==> config.mk <==
export PLATFORM = sky130hd
export DESIGN_NAME = gs_dac_mixer
export DESIGN_NICKNAME = d
export VERILOG_FILES = /design/src/rtl/gs_dac_pkg.sv /design/src/rtl/gs_sd_chan.sv /design/src/rtl/gs_dac_mixer.sv
export SDC_FILE = /design/constraint.sdc
export NUM_CORES = 1
export LEC_CHECK = 0
export CAP_MARGIN = 0
export CORE_MARGIN = 3
export CORE_UTILIZATION = 56
export CTS_BUF_LIST = sky130_fd_sc_hd__clkbuf_4 sky130_fd_sc_hd__clkbuf_8
export CTS_CLUSTER_SIZE = 14
export DETAILED_ROUTE_END_ITERATION = 8
export PLACE_DENSITY = 0.83
export SLEW_MARGIN = 10
export SYNTH_ARGS = -nofsm -noshare
export SYNTH_HDL_FRONTEND = slang
export SYNTH_SLANG_ARGS = --single-unit
==> constraint.sdc <==
create_clock -name clk32 -period 3.25 [get_ports clk32]
set_clock_uncertainty 0.1 [all_clocks]
set_input_delay 0.4875 -clock clk32 [delete_from_list [all_inputs] [get_ports clk32]]
set_output_delay 0.4875 -clock clk32 [all_outputs]
set_load 0.01 [all_outputs]
==> src/rtl/gs_dac_pkg.sv <==
// Shared defaults and channel-index helpers for the GS DAC mixer.
// Pure constants: no latency, no backpressure.
package gs_dac_pkg;
    localparam int GS_NCH      = 4;
    localparam int GS_SW       = 8;
    localparam int GS_VW       = 6;
    localparam int GS_VOL_STEP = 31;
    localparam int CH_W        = 3;

    function automatic logic ch_ok(input logic [CH_W-1:0] ch, input int nch);
        return int'(ch) < nch;
    endfunction
endpackage

==> src/rtl/gs_sd_chan.sv <==
// One first-order sigma-delta channel; dac is the registered accumulator carry.
// Latency 1 clock from en/smp to dac; no backpressure (free-running).
module gs_sd_chan #(
    parameter int SW = 8
) (
    input  logic          clk32,
    input  logic          rst,
    input  logic          en,
    input  logic [SW-1:0] smp,
    output logic          dac
);
    logic [SW:0] acc_q, acc_d;

    // A disabled cycle kills the pending carry but keeps the residue.
    always_comb begin
        acc_d = acc_q;
        if (en) begin
            acc_d = {1'b0, acc_q[SW-1:0]} + {1'b0, smp};
        end else begin
            acc_d[SW] = 1'b0;
        end
    end

    always_ff @(posedge clk32 or posedge rst) begin
        if (rst) begin
            acc_q <= '0;
        end else begin
            acc_q <= acc_d;
        end
    end

    assign dac = acc_q[SW];
endmodule

==> src/rtl/gs_dac_mixer.sv <==
// NCH-channel GS DAC mixer: volume PWM gating per-channel sigma-delta modulators.
// Write-to-dac latency 2 clocks; no backpressure. GS_DAC_SHADOW_EN adds commit-aligned sample shadows.
module gs_dac_mixer
    import gs_dac_pkg::*;
#(
    parameter int NCH      = GS_NCH,
    parameter int SW       = GS_SW,
    parameter int VW       = GS_VW,
    parameter int VOL_STEP = GS_VOL_STEP
) (
    input  logic            clk32,
    input  logic            rst,
    input  logic            smp_we,
    input  logic [CH_W-1:0] smp_ch,
    input  logic [SW-1:0]   smp_d,
    input  logic            vol_we,
    input  logic [CH_W-1:0] vol_ch,
    input  logic [VW-1:0]   vol_d,
    input  logic            commit,
    input  logic [CH_W-1:0] rd_ch,
    output logic [VW-1:0]   rd_vol,
    output logic [NCH-1:0]  dac
);
    localparam logic [VW-1:0] STEP = VOL_STEP[VW-1:0];

    logic [VW-1:0]  vlm_q [NCH];
    logic [VW-1:0]  vlm_d [NCH];
    logic [SW-1:0]  act_q [NCH];
    logic [SW-1:0]  act_d [NCH];
    logic [VW-1:0]  vol_cnt_q, vol_cnt_d;
    logic [NCH-1:0] vol_en_q, vol_en_d;
    logic           smp_ok, vol_ok;

    assign smp_ok = smp_we && ch_ok(smp_ch, NCH);
    assign vol_ok = vol_we && ch_ok(vol_ch, NCH);

`ifdef GS_DAC_SHADOW_EN
    logic [SW-1:0] shd_q [NCH];
    logic [SW-1:0] shd_d [NCH];
`else
    logic unused_commit;
    assign unused_commit = commit;
`endif

    always_comb begin
        vol_cnt_d = vol_cnt_q + STEP;
        for (int i = 0; i < NCH; i++) begin
            vlm_d[i]    = vlm_q[i];
            act_d[i]    = act_q[i];
            vol_en_d[i] = vol_cnt_q < vlm_q[i];
            if (vol_ok && vol_ch == CH_W'(i)) begin
                vlm_d[i] = vol_d;
            end
`ifdef GS_DAC_SHADOW_EN
            // Commit copies the pre-edge shadow, so a colliding write waits for the next commit.
            shd_d[i] = shd_q[i];
            if (commit) begin
                act_d[i] = shd_q[i];
            end
            if (smp_ok && smp_ch == CH_W'(i)) begin
                shd_d[i] = smp_d;
            end
`else
            if (smp_ok && smp_ch == CH_W'(i)) begin
                act_d[i] = smp_d;
            end
`endif
        end
    end

    always_ff @(posedge clk32 or posedge rst) begin
        if (rst) begin
            vlm_q     <= '{default: '0};
            act_q     <= '{default: '0};
            vol_cnt_q <= '0;
            vol_en_q  <= '0;
`ifdef GS_DAC_SHADOW_EN
            shd_q     <= '{default: '0};
`endif
        end else begin
            vlm_q     <= vlm_d;
            act_q     <= act_d;
            vol_cnt_q <= vol_cnt_d;
            vol_en_q  <= vol_en_d;
`ifdef GS_DAC_SHADOW_EN
            shd_q     <= shd_d;
`endif
        end
    end

    always_comb begin
        rd_vol = '0;
        for (int i = 0; i < NCH; i++) begin
            if (rd_ch == CH_W'(i)) begin
                rd_vol = vlm_q[i];
            end
        end
    end

    for (genvar g = 0; g < NCH; g++) begin : g_chan
        gs_sd_chan #(
            .SW(SW)
        ) u_chan (
            .clk32(clk32),
            .rst  (rst),
            .en   (vol_en_q[g]),
            .smp  (act_q[g]),
            .dac  (dac[g])
        );
    end
endmodule
Word-level counts from Yosys, hierarchy flattened
Index checks and enable logic that the tools add are counted.

Register bits after elaboration: 102. Latch bits: 0. Bits in writable memories: 0. Memory bits (read-only): 0. Output and inout bits: 10. Logic and storage cells: 59. Memories: 0.

Add/sub/neg operators: 5. Multipliers: 0. Div/mod/pow operators: 0. Order comparisons: 6. Eq/ne operators: 9. Shift operators: 0. Mux-type cells: 8. Bitwise logic cells: 0. Reduce and logical (&&, ||, !) cells: 13.

Operators by type and width (number): 8-bit by 8-bit adder with 9-bit output (4); 6-bit less-than comparator (4); 6-bit 2-to-1 mux (4); 3-bit by 2-bit equality test with 1-bit output (second input constant) (6); 1-bit logical AND (10); 3-bit by 1-bit equality test with 1-bit output (second input constant) (3); 3-bit logical NOT (3); 6-bit by 5-bit adder with 6-bit output (second input constant) (1); 3-bit less-than comparator (second input constant) (2); 1-bit 2-to-1 mux (4).

Depth between registers and ports, before layout
Depth in word-level cells: 5. Depth in mapped cells: 7.

Modules after synthesis
Synthesis repeated with hierarchy kept, for this count alone.

Cell total of the unflattened synthesis: 542. Area, all modules: 5952.0 µm².

By module, submodules not included: gs_dac_mixer (times used 1, cells each 246, area an instance 3129.3 µm²); gs_sd_chan (times used 4, cells each 74, area an instance 705.7 µm²).

Worst setup path before layout
No wires, ideal clock.

Path kind: input to output. Start point: in rd_ch[0]. End point: out rd_vol[0]. Arrival: 1339 ps. Required time: 2662 ps. Setup slack: 1323 ps. Stages: 3. Path buffers: 1. Path through: buf_2 mux4_2 nor2b_1.

Longest elaborated chain between the ends: 5. Elaborated cells between the ends (all ways): 8. Classes of those cells: eq/ne (3); mux (4); reduce/logical (1).

RTL lines: start, declared (line gs_dac_mixer.sv:20) `input logic [CH_W-1:0] rd_ch,`; 3-bit logical NOT (line gs_dac_mixer.sv:94) `if (rd_ch == CH_W'(i)) begin`; 6-bit 2-to-1 mux (3 in a row) (line gs_dac_mixer.sv:94); 6-bit 2-to-1 mux (*) (line gs_dac_mixer.sv:94); end, declared (line gs_dac_mixer.sv:21) `output logic [VW-1:0] rd_vol,`.

Mark *: on every way between the ends. The rest lies on a longest branch, timed or not.

Final worst setup path
Start point: in rd_ch[0]. End point: out rd_vol[5].

The elaborated chain is that of the path after synthesis.

==> summary.md <==
| Metric | Value |
|---|---|
| TritonCTS clock tree | `yes` |
| Via count | `4324` |
| Critical Path Start Type | `input port` |
| Core ar. | `10000 um^2` |
| H-tree Lvls | `3` |
| Cts bufs inserted | `9` |
| Met1 WL | `5080 um` |
| Worst Max-Slew Pin Slew | `0.656 ns` |
| Final worst-path cycle share | `87.7%` |
| Pin count of the biggest net entering global routing | `40` |
| Final WL | `12100 um` |
| Crit Path Max Fanout | `6` |
| Largest delay share family, worst path | `buffers and inverters` |
| Worst hold path type | `input port to async pin` |
| Setup crit start | `rd_ch[0]` |
| # diodes | `0` |
| Met2 WL | `6300 um` |
| Fin crit period | `2.85 ns` |
| Hold_buf cts | `0` |
| Initial antenna violation count | `0` |
| Critical-path cell list | `clkdlybuf4s50_1, buf_4, mux4_2, nor2b_1, clkdlybuf4s50_1` |
| Combinational power share | `46.5%` |
| Routed len/inst | `16.8 um` |
| Met3 routed WL | `499 um` |
| PostCTS Resize Cnt | `0` |
| Net switching power | `0.00204 W` |
| WP data arrival | `2.26 ns` |
| First-pass GRT wire length | `20200 um` |
| RSZ-0062 raised after global routing | `false` |
| Buffer count from post-CTS setup fixing | `0` |
| Sink Count | `102` |
| Post-synth top flop | `dfrtp_1` |
| Clock-pin slew on the worst setup and hold paths | `0.10 ns` |
| Synth warn | `0` |
| Critical Path End | `rd_vol[5]` |
| Share of post-route cells with drive strength above 1 | `14.4%` |
| Leak | `2.90 nW` |
| FP Rows | `36` |
| Die Y | `109 um` |
| Worst Path Buf+Inv | `3` |
| Hold Vio Cnt, Final | `0` |
| Max stage delay on crit path | `0.50 ns` |
| DRC viols | `0` |
| Synthesized area | `5940 um^2` |
| Hold_ws | `0.386 ns` |
| Root buffer cell | `clkbuf_8` |
| Setup Crit Path Kind | `input port to primary output` |
| Synth async-reset ratio | `100%` |
| EDFF count, synth | `0` |
| Switching share of power | `37.3%` |
| Outcome | `complete, no violations` |
| Chip width | `109 um` |
| Syn_area_per_cell | `10.9 um^2` |
| Area delta synth->final | `12.1%` |
| Post-Synthesis Cells | `547` |
| Final Setup Violations | `0` |
| Number of cells on the critical path | `5` |
| Vias in the first global route | `4408` |
| Worst path slowest cell | `mux4_2` |
| Slew Viols, Final | `0` |
| Total power | `0.00548 W` |
| Clk Latency, worst-skew pair | `0.37 ns` |
| Most common cell after layout, fill and taps aside | `dfrtp_1` |
| Synthesized flop and latch total | `102` |
| TNS Setup | `0 ns` |
| Seq pwr share | `36.0%` |
| Power per cell area | `823 nW/um^2` |
| DRT antenna net count | `0` |
| Seq/Total Area, Yosys | `43.0%` |
| Overall Global Routing Usage | `21.7%` |
| Uppermost routed layer | `met4` |
| Max Freq | `351 MHz` |
| CP endpoint kind | `primary output` |
| Worst Reg-to-Reg Cells | `7` |
| Slew headroom | `56.3%` |
| Clock buffer depth | `2` |
| Most frequent cells in the layout | `dfrtp_1 (102), ha_1 (53), inv_1 (48), o21ai_0 (48), mux2_2 (47)` |
| Detail Placement HPWL | `8960 um` |
| Starting Density | `59.1%` |
| Max VDD drop | `0.449 mV` |
| Gpl congestion | `0.883` |
| Critical path required time | `2.66 ns` |
| Initial DRC count | `219` |
| R2R Setup Slk | `1.25 ns` |
| Port bufs | `36` |
| Vias per cell | `6.03` |
| Crit-path most repeated cell | `clkdlybuf4s50_1` |
| Die ar. | `11900 um^2` |
| R2r endpoint | `g_chan[0].u_chan.acc_q[6]` |
| Cell Int Power | `0.00344 W` |
| Share of power burned in the clock network | `17.5%` |
| Max-cap violations | `0` |
| NumNets Final | `664` |
| DRT Pass-1 Iters | `4` |
| Syn_nets | `632` |
| Netlist cell types | `45` |
| R2r startpoint | `act_q[24]` |
| Grt ovf | `0` |
| Boundary Pins | `38` |
sequential cells by signal, summed over array words and instances, names as in the netlist:
register             count
act_q                   32
g_chan.u_chan.acc_q     36
vlm_q                   24
vol_cnt_q                6
vol_en_q                 4
per-layer routing:
metal | vias up | global-route usage, %
met3 | 22 | 4.85
li1 | 2070 | -
met1 | 2142 | 25.7
met2 | 90 | 39.3
met4 | 0 | 6.31
met5 | - | 0
power groups by stage:
stage	Combinational, W	Clock, W	Sequential [W]
finish	0.00255	0.000958	0.00197
global route	0.00288	0.00103	0.00202
CTS	0.00254	0.000981	0.00197
detailed placement	0.00251	0	0.00199
global placement	0.00234	0	0.00197
floorplan	0.00207	0	0.00185
worst min path at each step:
stage	from	to	slack (ns)	cells past startpoint
6_report	rst	g_chan[3].u_chan.acc_q[8]	0.39	2
4_1_cts	rst	g_chan[3].u_chan.acc_q[7]	0.38	2
5_1_grt	rst	g_chan[3].u_chan.acc_q[7]	0.40	2
2_1_floorplan	g_chan[0].u_chan.acc_q[4]	g_chan[0].u_chan.acc_q[4]	0.36	1
3_3_place_gp	g_chan[0].u_chan.acc_q[4]	g_chan[0].u_chan.acc_q[4]	0.38	1
3_5_place_dp	g_chan[2].u_chan.acc_q[4]	g_chan[2].u_chan.acc_q[4]	0.38	1
kinds of logic after synthesis:
group,synth area share (%)
AO/OA/AOI/OAI,14.6
XOR/XNOR,1.18
adder cells (fa/ha/maj),12.5
buffers and inverters,4.85
flip-flops,43.0
multiplexers,11.7
AND/OR/NAND/NOR,12.2
stage by stage:
| stage | worst slack (ns) | cells | utilization, % | area, um^2 |
|---|---|---|---|---|
| CTS | 0.386 | 717 | 66.3 | 6660 |
| detailed placement | 0.393 | 701 | 63.9 | 6420 |
| floorplan | 1.32 | 547 | - | 5940 |
| global placement | 0.391 | 701 | 63.9 | 6420 |
| finish | 0.399 | 717 | 66.3 | 6660 |
| global route | 0.316 | 717 | 66.3 | 6660 |
Yosys cell counts (all sizes together), types with 6 or more instances:
cell	count	area, um^2
ha	53	663
nor4b	7	76.3
a21o	11	82.6
inv	49	184
buf	15	85.1
nand4b	8	70.1
a21oi	18	90.1
nor3	11	55.1
o21ai	48	240
dfrtp	102	2550
nor2b	14	87.6
mux2	47	529
nand2b	8	50.1
nor2	16	60.1
nand2	31	116
nand3b	12	90.1
a211oi	11	82.6
mux4	6	135
final cells by class:
| cell class | instances | area (um^2) |
|---|---|---|
| clock buffers | 9 | 124 |
| clock inverters | 7 | 120 |
| fillers | 725 | 3380 |
| inverters | 49 | 188 |
| multi-input cells | 376 | 3100 |
| flip-flops and latches | 102 | 2550 |
| well taps | 133 | 166 |
| repair buffers | 41 | 410 |
Note: power is estimated with default switching activity, not from simulation.
